[config.mk]
export PLATFORM = sky130hd
export DESIGN_NAME = sky130_sram_1rw1r_arbiter
export DESIGN_NICKNAME = d
export VERILOG_FILES = /design/src/rtl/sky130_sram_1rw1r_arbiter.sv
export SDC_FILE = /design/constraint.sdc
export NUM_CORES = 1
export LEC_CHECK = 0
export BUFFER_PORTS_ARGS = -buffer_cell sky130_fd_sc_hd__buf_4
export CAP_MARGIN = 15
export CELL_PAD_IN_SITES_DETAIL_PLACEMENT = 1
export CELL_PAD_IN_SITES_GLOBAL_PLACEMENT = 1
export CORE_ASPECT_RATIO = 1.1
export CORE_MARGIN = 3
export CORE_UTILIZATION = 36
export DETAILED_ROUTE_END_ITERATION = 8
export GPL_ROUTABILITY_DRIVEN = 0
export PLACE_DENSITY_LB_ADDON = 0.1
export SYNTH_ARGS = -nofsm -noshare
export SYNTH_HDL_FRONTEND = slang
export SYNTH_SLANG_ARGS = --single-unit
[constraint.sdc]
create_clock -name clk -period 4.2 [get_ports clk]
set_input_delay 0.42 -clock clk [delete_from_list [all_inputs] [get_ports clk]]
set_output_delay 0.42 -clock clk [all_outputs]
set_load 0.005 [all_outputs]
[src/rtl/sky130_sram_1rw1r_arbiter.sv]
// Two-requester arbiter for a 1RW+1R OpenRAM macro: read data returns 2 edges after handshake, responses are never stalled,
// losing/hazarding requests see ready=0 and retry. Define SRAM_ARB_WR_FWD_EN to forward same-cycle write data to a hazarding read.
module sky130_sram_1rw1r_arbiter #(
  parameter int DATA_WIDTH = 32,
  parameter int ADDR_WIDTH = 7
) (
  input  logic                  clk,
  input  logic                  rst,
  input  logic                  a_req_valid,
  output logic                  a_req_ready,
  input  logic                  a_req_we,
  input  logic [ADDR_WIDTH-1:0] a_req_addr,
  input  logic [DATA_WIDTH-1:0] a_req_wdata,
  output logic                  a_rsp_valid,
  output logic [DATA_WIDTH-1:0] a_rsp_rdata,
  input  logic                  b_req_valid,
  output logic                  b_req_ready,
  input  logic                  b_req_we,
  input  logic [ADDR_WIDTH-1:0] b_req_addr,
  input  logic [DATA_WIDTH-1:0] b_req_wdata,
  output logic                  b_rsp_valid,
  output logic [DATA_WIDTH-1:0] b_rsp_rdata,
  output logic                  sram_csb0,
  output logic                  sram_web0,
  output logic [ADDR_WIDTH-1:0] sram_addr0,
  output logic [DATA_WIDTH-1:0] sram_din0,
  input  logic [DATA_WIDTH-1:0] sram_dout0,
  output logic                  sram_csb1,
  output logic [ADDR_WIDTH-1:0] sram_addr1,
  input  logic [DATA_WIDTH-1:0] sram_dout1
);
  typedef enum logic {OWN_A = 1'b0, OWN_B = 1'b1} owner_e;

  owner_e                prio;
  owner_e                p0_own, p1_own, rd_own;
  logic                  a_rd, a_wr, b_rd, b_wr;
  logic                  p0_gnt, p0_we, p1_gnt, fwd, hazard;
  logic [ADDR_WIDTH-1:0] rd_addr, wr_addr, p0_addr, p1_addr;
  logic [ADDR_WIDTH-1:0] addr0_q, addr1_q;
  logic [DATA_WIDTH-1:0] p0_din, din0_q, fwd_dat;
  logic                  t0_vld, t1_vld, fwd_vld;
  owner_e                t0_own, t1_own, fwd_own;
  logic                  a_stall, b_stall, flip;
  logic                  a_hit0, a_hit1, a_hitf, b_hit0, b_hit1, b_hitf;

  assign a_rd = a_req_valid && !a_req_we;
  assign a_wr = a_req_valid && a_req_we;
  assign b_rd = b_req_valid && !b_req_we;
  assign b_wr = b_req_valid && b_req_we;

  assign rd_own  = a_rd ? OWN_A : OWN_B;
  assign rd_addr = a_rd ? a_req_addr : b_req_addr;
  assign wr_addr = a_wr ? a_req_addr : b_req_addr;

  always_comb begin
    p0_gnt = 1'b0;
    p0_own = OWN_A;
    p1_gnt = 1'b0;
    p1_own = OWN_A;
    fwd    = 1'b0;
    hazard = 1'b0;
    if (!rst) begin
      if (a_rd && b_rd) begin
        p1_gnt = 1'b1;
        p1_own = prio;
        p0_gnt = 1'b1;
        p0_own = (prio == OWN_A) ? OWN_B : OWN_A;
      end else if (a_wr && b_wr) begin
        p0_gnt = 1'b1;
        p0_own = prio;
      end else begin
        // At most one writer and one reader here, necessarily different requesters.
        if (a_wr || b_wr) begin
          p0_gnt = 1'b1;
          p0_own = a_wr ? OWN_A : OWN_B;
        end
        hazard = (a_wr || b_wr) && (rd_addr == wr_addr);
        if (a_rd || b_rd) begin
          if (!hazard) begin
            p1_gnt = 1'b1;
            p1_own = rd_own;
          end
`ifdef SRAM_ARB_WR_FWD_EN
          else begin
            fwd = 1'b1;
          end
`endif
        end
      end
    end
  end

  assign p0_addr = (p0_own == OWN_A) ? a_req_addr : b_req_addr;
  assign p0_din  = (p0_own == OWN_A) ? a_req_wdata : b_req_wdata;
  assign p0_we   = p0_gnt && ((p0_own == OWN_A) ? a_req_we : b_req_we);
  assign p1_addr = (p1_own == OWN_A) ? a_req_addr : b_req_addr;

  assign a_req_ready = (p0_gnt && p0_own == OWN_A) || (p1_gnt && p1_own == OWN_A) || (fwd && rd_own == OWN_A);
  assign b_req_ready = (p0_gnt && p0_own == OWN_B) || (p1_gnt && p1_own == OWN_B) || (fwd && rd_own == OWN_B);

  assign sram_csb0  = !p0_gnt;
  assign sram_web0  = !p0_we;
  assign sram_addr0 = p0_gnt ? p0_addr : addr0_q;
  assign sram_din0  = p0_we ? p0_din : din0_q;
  assign sram_csb1  = !p1_gnt;
  assign sram_addr1 = p1_gnt ? p1_addr : addr1_q;

  assign a_stall = a_req_valid && !a_req_ready;
  assign b_stall = b_req_valid && !b_req_ready;
  assign flip    = (a_stall && b_req_ready) || (b_stall && a_req_ready);

  assign a_hit0 = t0_vld && t0_own == OWN_A;
  assign a_hit1 = t1_vld && t1_own == OWN_A;
  assign a_hitf = fwd_vld && fwd_own == OWN_A;
  assign b_hit0 = t0_vld && t0_own == OWN_B;
  assign b_hit1 = t1_vld && t1_own == OWN_B;
  assign b_hitf = fwd_vld && fwd_own == OWN_B;

  always_ff @(posedge clk) begin
    if (rst) begin
      prio        <= OWN_A;
      t0_vld      <= 1'b0;
      t0_own      <= OWN_A;
      t1_vld      <= 1'b0;
      t1_own      <= OWN_A;
      fwd_vld     <= 1'b0;
      fwd_own     <= OWN_A;
      fwd_dat     <= '0;
      addr0_q     <= '0;
      addr1_q     <= '0;
      din0_q      <= '0;
      a_rsp_valid <= 1'b0;
      a_rsp_rdata <= '0;
      b_rsp_valid <= 1'b0;
      b_rsp_rdata <= '0;
    end else begin
      if (flip) prio <= (prio == OWN_A) ? OWN_B : OWN_A;
      t0_vld  <= p0_gnt && !p0_we;
      t0_own  <= p0_own;
      t1_vld  <= p1_gnt;
      t1_own  <= p1_own;
      fwd_vld <= fwd;
      fwd_own <= rd_own;
      fwd_dat <= p0_din;
      addr0_q <= sram_addr0;
      addr1_q <= sram_addr1;
      din0_q  <= sram_din0;
      // Tags say which macro port holds each requester's data this cycle.
      a_rsp_valid <= a_hit0 || a_hit1 || a_hitf;
      if (a_hit1) a_rsp_rdata <= sram_dout1;
      else if (a_hit0) a_rsp_rdata <= sram_dout0;
      else if (a_hitf) a_rsp_rdata <= fwd_dat;
      b_rsp_valid <= b_hit0 || b_hit1 || b_hitf;
      if (b_hit1) b_rsp_rdata <= sram_dout1;
      else if (b_hit0) b_rsp_rdata <= sram_dout0;
      else if (b_hitf) b_rsp_rdata <= fwd_dat;
    end
  end
endmodule

# Word level (Yosys, flattened, before mapping)
# Index checks and enable logic that the tools add are counted.
[totals] inputBits=148 register_bits=117 output_inout_bits=117 elab_cells=88
[op_classes] n_reduce_logical=37 n_eq_ne=1 bitwise_logic=4 mux=34
[op_table] op="two-way mux 32 bit" count=6
[op_table] op="two-way mux 7 bit" count=6
[op_table] op="two-way mux 1 bit" count=22
[op_table] op="logical AND 1 bit" count=21
[op_table] op="equality test 7 bit" count=1
[op_table] op="logical NOT 1 bit" count=7
[op_table] op="logical OR 1 bit" count=7
[op_table] op="NOT 1 bit" count=4
[op_table] op="nonzero test 2 bit" count=2

# Depth between registers and ports, before layout
# Gate-level depths: netlist of the first run.
[logic_depth] ltp_word=17 depth_mapped=7

# Worst setup path before layout of the first run
# Ideal clock, no wire load.
[synth_path] path_kind="input -> output" start="in b_req_addr[2]" end="out sram_addr1[0]" slack_ns=2.022 required_time_ns=3.780 stages=6 arrival_time_ns=1.758 path_cell_list="xor2_1 -> or4_4 -> o21ai_4 -> inv_4 -> buf_6 -> o21a_1"
[synth_between] elab_chain_len=10 elab_cells_between_ends=16 cone_classes="1 x eq/ne; 14 x mux; 1 x reduce/logical"
[synth_lines] element="start: declaration" line_no="19" text="input logic [ADDR_WIDTH-1:0] b_req_addr,"
[synth_lines] element="two-way mux 7 bit (on tied branches)" line_no="52, 53"
[synth_lines] element="equality test 7 bit (*)" line_no="77" text="hazard = (a_wr || b_wr) && (rd_addr == wr_addr);"
[synth_lines] element="logical AND 1 bit (*)" line_no="77"
[synth_lines] element="two-way mux 1 bit" line_no="79" text="if (!hazard) begin"
[synth_lines] element="two-way mux 1 bit" line_no="78" text="if (a_rd || b_rd) begin"
[synth_lines] element="two-way mux 1 bit" line_no="68" text="end else if (a_wr && b_wr) begin"
[synth_lines] element="two-way mux 1 bit" line_no="63" text="if (a_rd && b_rd) begin"
[synth_lines] element="two-way mux 1 bit" line_no="62" text="if (!rst) begin"
[synth_lines] element="two-way mux 7 bit" line_no="96" text="assign p1_addr = (p1_own == OWN_A) ? a_req_addr : b_req_addr;"
[synth_lines] element="two-way mux 7 bit (*)" line_no="106" text="assign sram_addr1 = p1_gnt ? p1_addr : addr1_q;"
[synth_lines] element="end: declaration" line_no="29" text="output logic [ADDR_WIDTH-1:0] sram_addr1,"
# Mark *: on every way between the ends. The rest lies on a longest branch, timed or not.

# Final worst setup path of the first run
[layout_path] start="reg prio" end="out sram_din0[22]"
[layout_between] elab_chain_len=6 elab_cells_between_ends=8 cone_classes="7 x mux; 1 x reduce/logical"
[layout_lines] element="start: declaration" line_no="34" text="owner_e prio;"
[layout_lines] element="start signal: assignment" line_no="137" text="if (flip) prio <= (prio == OWN_A) ? OWN_B : OWN_A;"
[layout_lines] element="two-way mux 1 bit (on tied branches)" line_no="68, 67"
[layout_lines] element="two-way mux 1 bit (*)" line_no="63"
[layout_lines] element="two-way mux 1 bit (*)" line_no="62"
[layout_lines] element="two-way mux 1 bit" line_no="95" text="assign p0_we = p0_gnt && ((p0_own == OWN_A) ? a_req_we : b_req_we);"
[layout_lines] element="logical AND 1 bit" line_no="95"
[layout_lines] element="two-way mux 32 bit (*)" line_no="104" text="assign sram_din0 = p0_we ? p0_din : din0_q;"
[layout_lines] element="end: declaration" line_no="26" text="output logic [DATA_WIDTH-1:0] sram_din0,"
# Marks and branches as above.

==> flow_metrics.tcl, run 1 <==
set metrics [dict create \
    outcome "finished, final reports clean" \
    avgSynthCellArea_um2 8.80 \
    max_slew_margin_pct 36.3 \
    max_freq_mhz 303 \
    drive_gt1_share_pct 35.4 \
    dr.pass1.iters 4 \
    fin_crit_sh_pct 78.5 \
    crit_slowest_cell "and2_2" \
    die_w_um 124 \
    critPathMaxFanout 33 \
    synthSimpleGateAreaFrac_pct 16.1 \
    internal_power_w 0.00231 \
    cp.required_ns 3.78 \
    yosysUniqueCellTypes 36 \
    async_flop_share_pct 0 \
    cp_cell_sequence "nand2b_1 -> mux2i_1 -> and2_2 -> mux2i_1 -> a21oi_1 -> buf_4" \
    synth_fp_nets 775 \
    final_nets 1009 \
    drtAntennaViolNets 0 \
    use_met2_pct 38.7 \
    min_period_ns 3.30 \
    cts_tree "done" \
    criticalPathCategory "reg -> out" \
    worst_slew_pin_slew_ns 0.955 \
    synth_warnings 0 \
    sequentialPowerShare_pct 39.4 \
    grt_util_all_layers_pct 22.5 \
    fp-row-count 46 \
    fin_skew_ns 0.00534 \
    synth-xor-area-share_pct 1.11 \
    port-buffer-count 264 \
    synth_flop_cell "dfxtp_1" \
    synth_top_family_by_area "compound AO/OA/AOI/OAI gates" \
    clock_latency_ns 0.41 \
    leakage_nw 3.44 \
    grt_max_degree 98 \
    crit_top_cell "mux2i_1" \
    netlist.top_cell.by_area "dfxtp_1" \
    grt.overflow.total 0 \
    io_pins 265 \
    p_sw_w 0.000774 \
    mostFrequentLayoutCell "buf_4" \
    grt_pass1_wl_um 29900 \
    coreArea_mm2 0.0147 \
    powerDensity_mw_per_mm2 380 \
    ys_ff_latch 117 \
    switching_share_pct 25.1 \
    netlist_area_mm2 0.00552 \
    clk_pin_slew_ns 0.05 \
    p_comb_share_pct 18.2 \
    setup_tns_ns 0 \
    path_delay_family "simple AND/OR/NAND/NOR gates" \
    die_area_mm2 0.0168 \
    ir_drop_v 0.000236 \
    rsz0062_at_grt "false" \
    wire_per_inst_um 18.4 \
    cts_buffer_depth 2 \
    setup_violations 0 \
    hold_class "in -> reg" \
    synth-compound-area-share_pct 23.1 \
    fin_util_pct 55.1 \
    cts_inserted_buffers 17 \
    h-tree-depth 4 \
    grt-busiest-layer "met2" \
    worstPathArrival_ns 2.88 \
    clkPwrFrac_pct 42.4 \
    start_util_pct 37.4 \
    end_kind "primary output" \
    cts-resized-gates 0 \
    area_growth_pct 47.2 \
    synth_top_area_share_pct 42.5 \
    grt_use_met1_pct 26.3 \
    finalHoldViolations 0 \
    synth-edff-count 0 \
    grt_pass1_vias 5884 \
    synthTopCellsByArea "dfxtp_1 42%, mux2i_1 12%, a211oi_1 8.7%, nor2_1 6.7%, a311oi_1 5.2%" \
    slew_viol_final 0 \
    seq_area_frac_synth_pct 42.5 \
    antenna_found_initial 0 \
    root_buffer "clkbuf_16" \
    crit_buf_inv 1 \
    hpwl_um 14000 \
    drt_iter0_markers 308 \
    die_h_um 136 \
    drv_cap 0 \
    grt_util_met3_pct 6.62 \
    drc 0 \
    clock-sinks 117 \
    start_kind "flop" \
    diodes 0 \
    muxShareOfSynthArea_pct 12.0 \
    wirelength_um 19600 \
    route.vias.total 5708 \
    post-cts-setup-buffer-count 0 \
    layout_common_cells "273 x buf_4, 117 x dfxtp_1, 98 x nor2_1" \
    slowest_delay_ns 0.83 \
    ctsHoldBuffers 0 \
    synth_adder_area_share_pct 0 \
    synth_cells 627 \
    vias_per_cell 5.36 \
]
[final timing paths]
path	from	end	cells after the start	slack, ns
setup / recovery	prio	sram_din0[22]	6	0.90
hold / removal	b_req_we	t0_vld	2	0.24
setup reg to reg	prio	prio	6	1.59
hold reg to reg	b_rsp_rdata[16]	b_rsp_rdata[16]	2	0.49
[stage by stage]
stage,total power [W],cell area (µm²),cells,setup slack [ns],hold WS [ns]
5_1_grt,0.00323,8120,1064,0.612,0.236
3_5_place_dp,0.00180,7560,1033,1.15,0.478
3_3_place_gp,0.00178,7560,1033,1.20,0.470
2_1_floorplan,0.00147,5520,627,2.02,0.472
6_report,0.00309,8120,1064,0.905,0.238
4_1_cts,0.00312,8100,1063,0.827,0.220
[synth_stat cells (2+ instances only)]
master,number
a311oi_1,33
a221o_1,6
clkbuf_1,44
buf_2,5
o211a_1,7
buf_6,5
nor2b_1,10
dfxtp_1,117
inv_1,4
a21oi_1,36
nand3_1,32
a211oi_1,64
buf_1,5
nand2b_1,4
nand2_1,38
nor3_1,3
o21a_1,7
xnor2_1,4
and2_1,14
o21ai_0,2
a211o_1,7
mux2i_1,65
a21o_1,2
nor2_1,99
xor2_1,3
[kinds of logic after synthesis]
kind of cell           Yosys count
AO/OA/AOI/OAI                  170
multiplexers                    66
XOR/XNOR                         7
buffers and inverters           64
AND/OR/NAND/NOR                203
flip-flops                     117
[power by group through the flow]
| stage | Sequential, W | Clock (W) | Combinational, W |
|---|---|---|---|
| detailed placement | 0.00124 | 0 | 0.000565 |
| global route | 0.00122 | 0.00139 | 0.000617 |
| finish | 0.00122 | 0.00131 | 0.000562 |
| CTS | 0.00122 | 0.00134 | 0.000569 |
| floorplan | 0.00123 | 0 | 0.000244 |
| global placement | 0.00123 | 0 | 0.000550 |
[state kept, by name, summed over array words and instances, names as in the netlist]
register / flops
t0_own: 1
a_rsp_valid: 1
addr0_q: 7
a_rsp_rdata: 32
t1_vld: 1
din0_q: 32
prio: 1
t0_vld: 1
addr1_q: 7
b_rsp_valid: 1
t1_own: 1
b_rsp_rdata: 32
[per-layer routing]
layer	wire length [µm]	share of wire (%)
met1	7830	40
met2	9710	50
met3	1570	8.0
met4	474	2.4
met5	0	0
[cell type report]
type / instances / area [µm²]
multi-input cells: 446 / 2910
flip-flops and latches: 117 / 2340
repair buffers: 274 / 2070
fillers: 1734 / 6610
inverters: 5 / 21.3
well taps: 192 / 240
clock inverters: 4 / 20.0
clock buffers: 26 / 519
Power figures use the tool's default switching activity.
==> run 2, diff against run 1 <==
ABC_AREA = 1   (was unset)
CORE_UTILIZATION = 29   (was 36)
clock period = 3 ns   (was 4.2 ns; I/O delays follow)
==> run 2 against run 1 <==
  * Area after synthesis rose by 5.4%
  * Wire length grew 5.2%
  * Utilization is 11 points lower
  * Total power is 51% higher
  * Final cell count rose by 20%
  * Worst hold slack got worse by 0.040 ns
  * Sequential share of layout area fell by 1.7 points
  * Sequential power grew 38%
  * Largest cell class unchanged
==> flow_metrics.tcl, run 2 <==
set metrics [dict create \
    ctsHoldBuffers 0 \
    mostFrequentLayoutCell "buf_4" \
    drc 0 \
    route.vias.total 6131 \
    synth_fp_nets 922 \
    ys_ff_latch 117 \
    hpwl_um 14800 \
    fin_crit_sh_pct 89.7 \
    slowest_delay_ns 0.36 \
    start_util_pct 29.9 \
    max_freq_mhz 372 \
    netlist_area_mm2 0.00582 \
    async_flop_share_pct 0 \
    setup_violations 0 \
    finalHoldViolations 0 \
    grt_util_all_layers_pct 18.5 \
    synthTopCellsByArea "dfxtp_1 40%, o21ai_0 11%, nand2_1 9.4%, a21oi_1 8.3%, a211oi_2 6.0%" \
    crit_slowest_cell "dfxtp_1" \
    clock-sinks 117 \
    cp.required_ns 2.70 \
    port-buffer-count 264 \
    netlist.top_cell.by_area "dfxtp_1" \
    outcome "finished, final reports clean" \
    final_nets 1165 \
    diodes 0 \
    yosysUniqueCellTypes 31 \
    drtAntennaViolNets 0 \
    min_period_ns 2.69 \
    synth-edff-count 0 \
    coreArea_mm2 0.0194 \
    slew_viol_final 0 \
    drv_cap 0 \
    grt_pass1_wl_um 32300 \
    hold_class "in -> reg" \
    max_slew_margin_pct 38.6 \
    cts_buffer_depth 2 \
    post-cts-setup-buffer-count 0 \
    ir_drop_v 0.000398 \
    avgSynthCellArea_um2 7.51 \
    die_area_mm2 0.0218 \
    dr.pass1.iters 6 \
    cts_inserted_buffers 17 \
    synth_top_area_share_pct 40.3 \
    grt_max_degree 66 \
    fin_skew_ns 0.0104 \
    synth_cells 774 \
    io_pins 265 \
    leakage_nw 4.12 \
    synth.most_common_cell "nand2_1" \
    wire_per_inst_um 16.1 \
    root_buffer "clkbuf_16" \
    crit_top_cell "nand2_1" \
    end_kind "primary output" \
    powerDensity_mw_per_mm2 539 \
    cts_tree "done" \
    start_kind "flop" \
    h-tree-depth 4 \
    synth_commonest_cells "145 x nand2_1, 125 x o21ai_0, 117 x dfxtp_1" \
    antenna_found_initial 0 \
    worst_slew_pin_slew_ns 0.922 \
    area_growth_pct 48.6 \
    synth_warnings 0 \
    wirelength_um 20600 \
    fp-row-count 53 \
    drive_gt1_share_pct 34.0 \
    cp_cell_sequence "nor2_1 -> o22ai_2 -> o211ai_4 -> inv_4 -> nand2_1 -> nand2_1 -> nand2_2 -> inv_6 -> buf_16 -> or2_1 -> inv_1 -> a21oi_1 -> buf_4" \
    critPathMaxFanout 25 \
    criticalPathCategory "reg -> out" \
    clock_latency_ns 0.41 \
    seq_area_frac_synth_pct 40.3 \
    rsz0062_at_grt "false" \
    synth_flop_cell "dfxtp_1" \
    grt_pass1_vias 6113 \
    worstPathArrival_ns 2.39 \
    layout_common_cells "271 x buf_4, 145 x nand2_1, 125 x o21ai_0" \
    vias_per_cell 4.80 \
    setup_tns_ns 0 \
    drt_iter0_markers 227 \
    hold_ws_ns 0.198 \
    die_h_um 155 \
    die_w_um 141 \
    grt.overflow.total 0 \
    cts-resized-gates 0 \
    clk_pin_slew_ns 0.06 \
    reg.largest.list "a_rsp_rdata: 32 flops, b_rsp_rdata: 32 flops, din0_q: 32 flops" \
]
## run 2: cell type report
cell class | count | area (µm²)
inverters | 90 | 345
flip-flops and latches | 117 | 2340
well taps | 247 | 309
clock inverters | 14 | 185
fillers | 2437 | 10800
multi-input cells | 515 | 2880
repair buffers | 276 | 2150
clock buffers | 18 | 429
## run 2: stage by stage
step / utilization [%] / std cells / power (W) / cell area (µm²) / setup WS [ns]
after floorplan: - / 774 / 0.00211 / 5820 / 1.01
after global routing: 44.5 / 1277 / 0.00493 / 8640 / 0.0683
final: 44.5 / 1277 / 0.00466 / 8640 / 0.310
after detailed placement: 41.1 / 1244 / 0.00256 / 7990 / 0.272
after CTS: 44.3 / 1276 / 0.00474 / 8600 / 0.0445
after global placement: 41.1 / 1244 / 0.00255 / 7990 / 0.358
## run 2: critical path, delay by kind of cell, from the launching register on
family / cells / cell delay [ns]
buffers and inverters: 5 / 0.65
AO/OA/AOI/OAI: 3 / 0.52
AND/OR/NAND/NOR: 5 / 0.44
flip-flops: 1 / 0.36
## run 2: path summary, 6_finish.rpt
kind | start | slack, ns | end | depth (start not counted)
setup / recovery | prio | 0.31 | sram_din0[21] | 13
hold / removal | sram_dout1[12] | 0.20 | a_rsp_rdata[12] | 3
setup reg to reg | prio | 1.01 | din0_q[31] | 11
hold reg to reg | b_rsp_rdata[29] | 0.46 | b_rsp_rdata[29] | 2
## run 2: cells by family after synthesis
| family | count (synthesis) | synth area share [%] |
|---|---|---|
| AO/OA/AOI/OAI | 273 | 28.0 |
| XOR/XNOR | 4 | 0.603 |
| buffers and inverters | 142 | 10.4 |
| flip-flops | 117 | 40.3 |
| multiplexers | 32 | 5.51 |
| AND/OR/NAND/NOR | 206 | 15.2 |
## run 2: where the power goes
group	total (W)	internal (W)	switching, W
sequential	0.00168	0.00165	0.0000372
combinational	0.000843	0.000423	0.000420
clock	0.00213	0.00138	0.000751
total	0.00466	0.00345	0.00121
## run 2: layer usage
metal | GRT usage, % | part of all wire (%) | vias up
met3 | 4.45 | 6.2 | 21
met5 | 0 | 0 | -
met4 | 5.77 | 1.3 | 0
met2 | 31.0 | 49 | 194
met1 | 23.5 | 44 | 2848
li1 | - | - | 3068
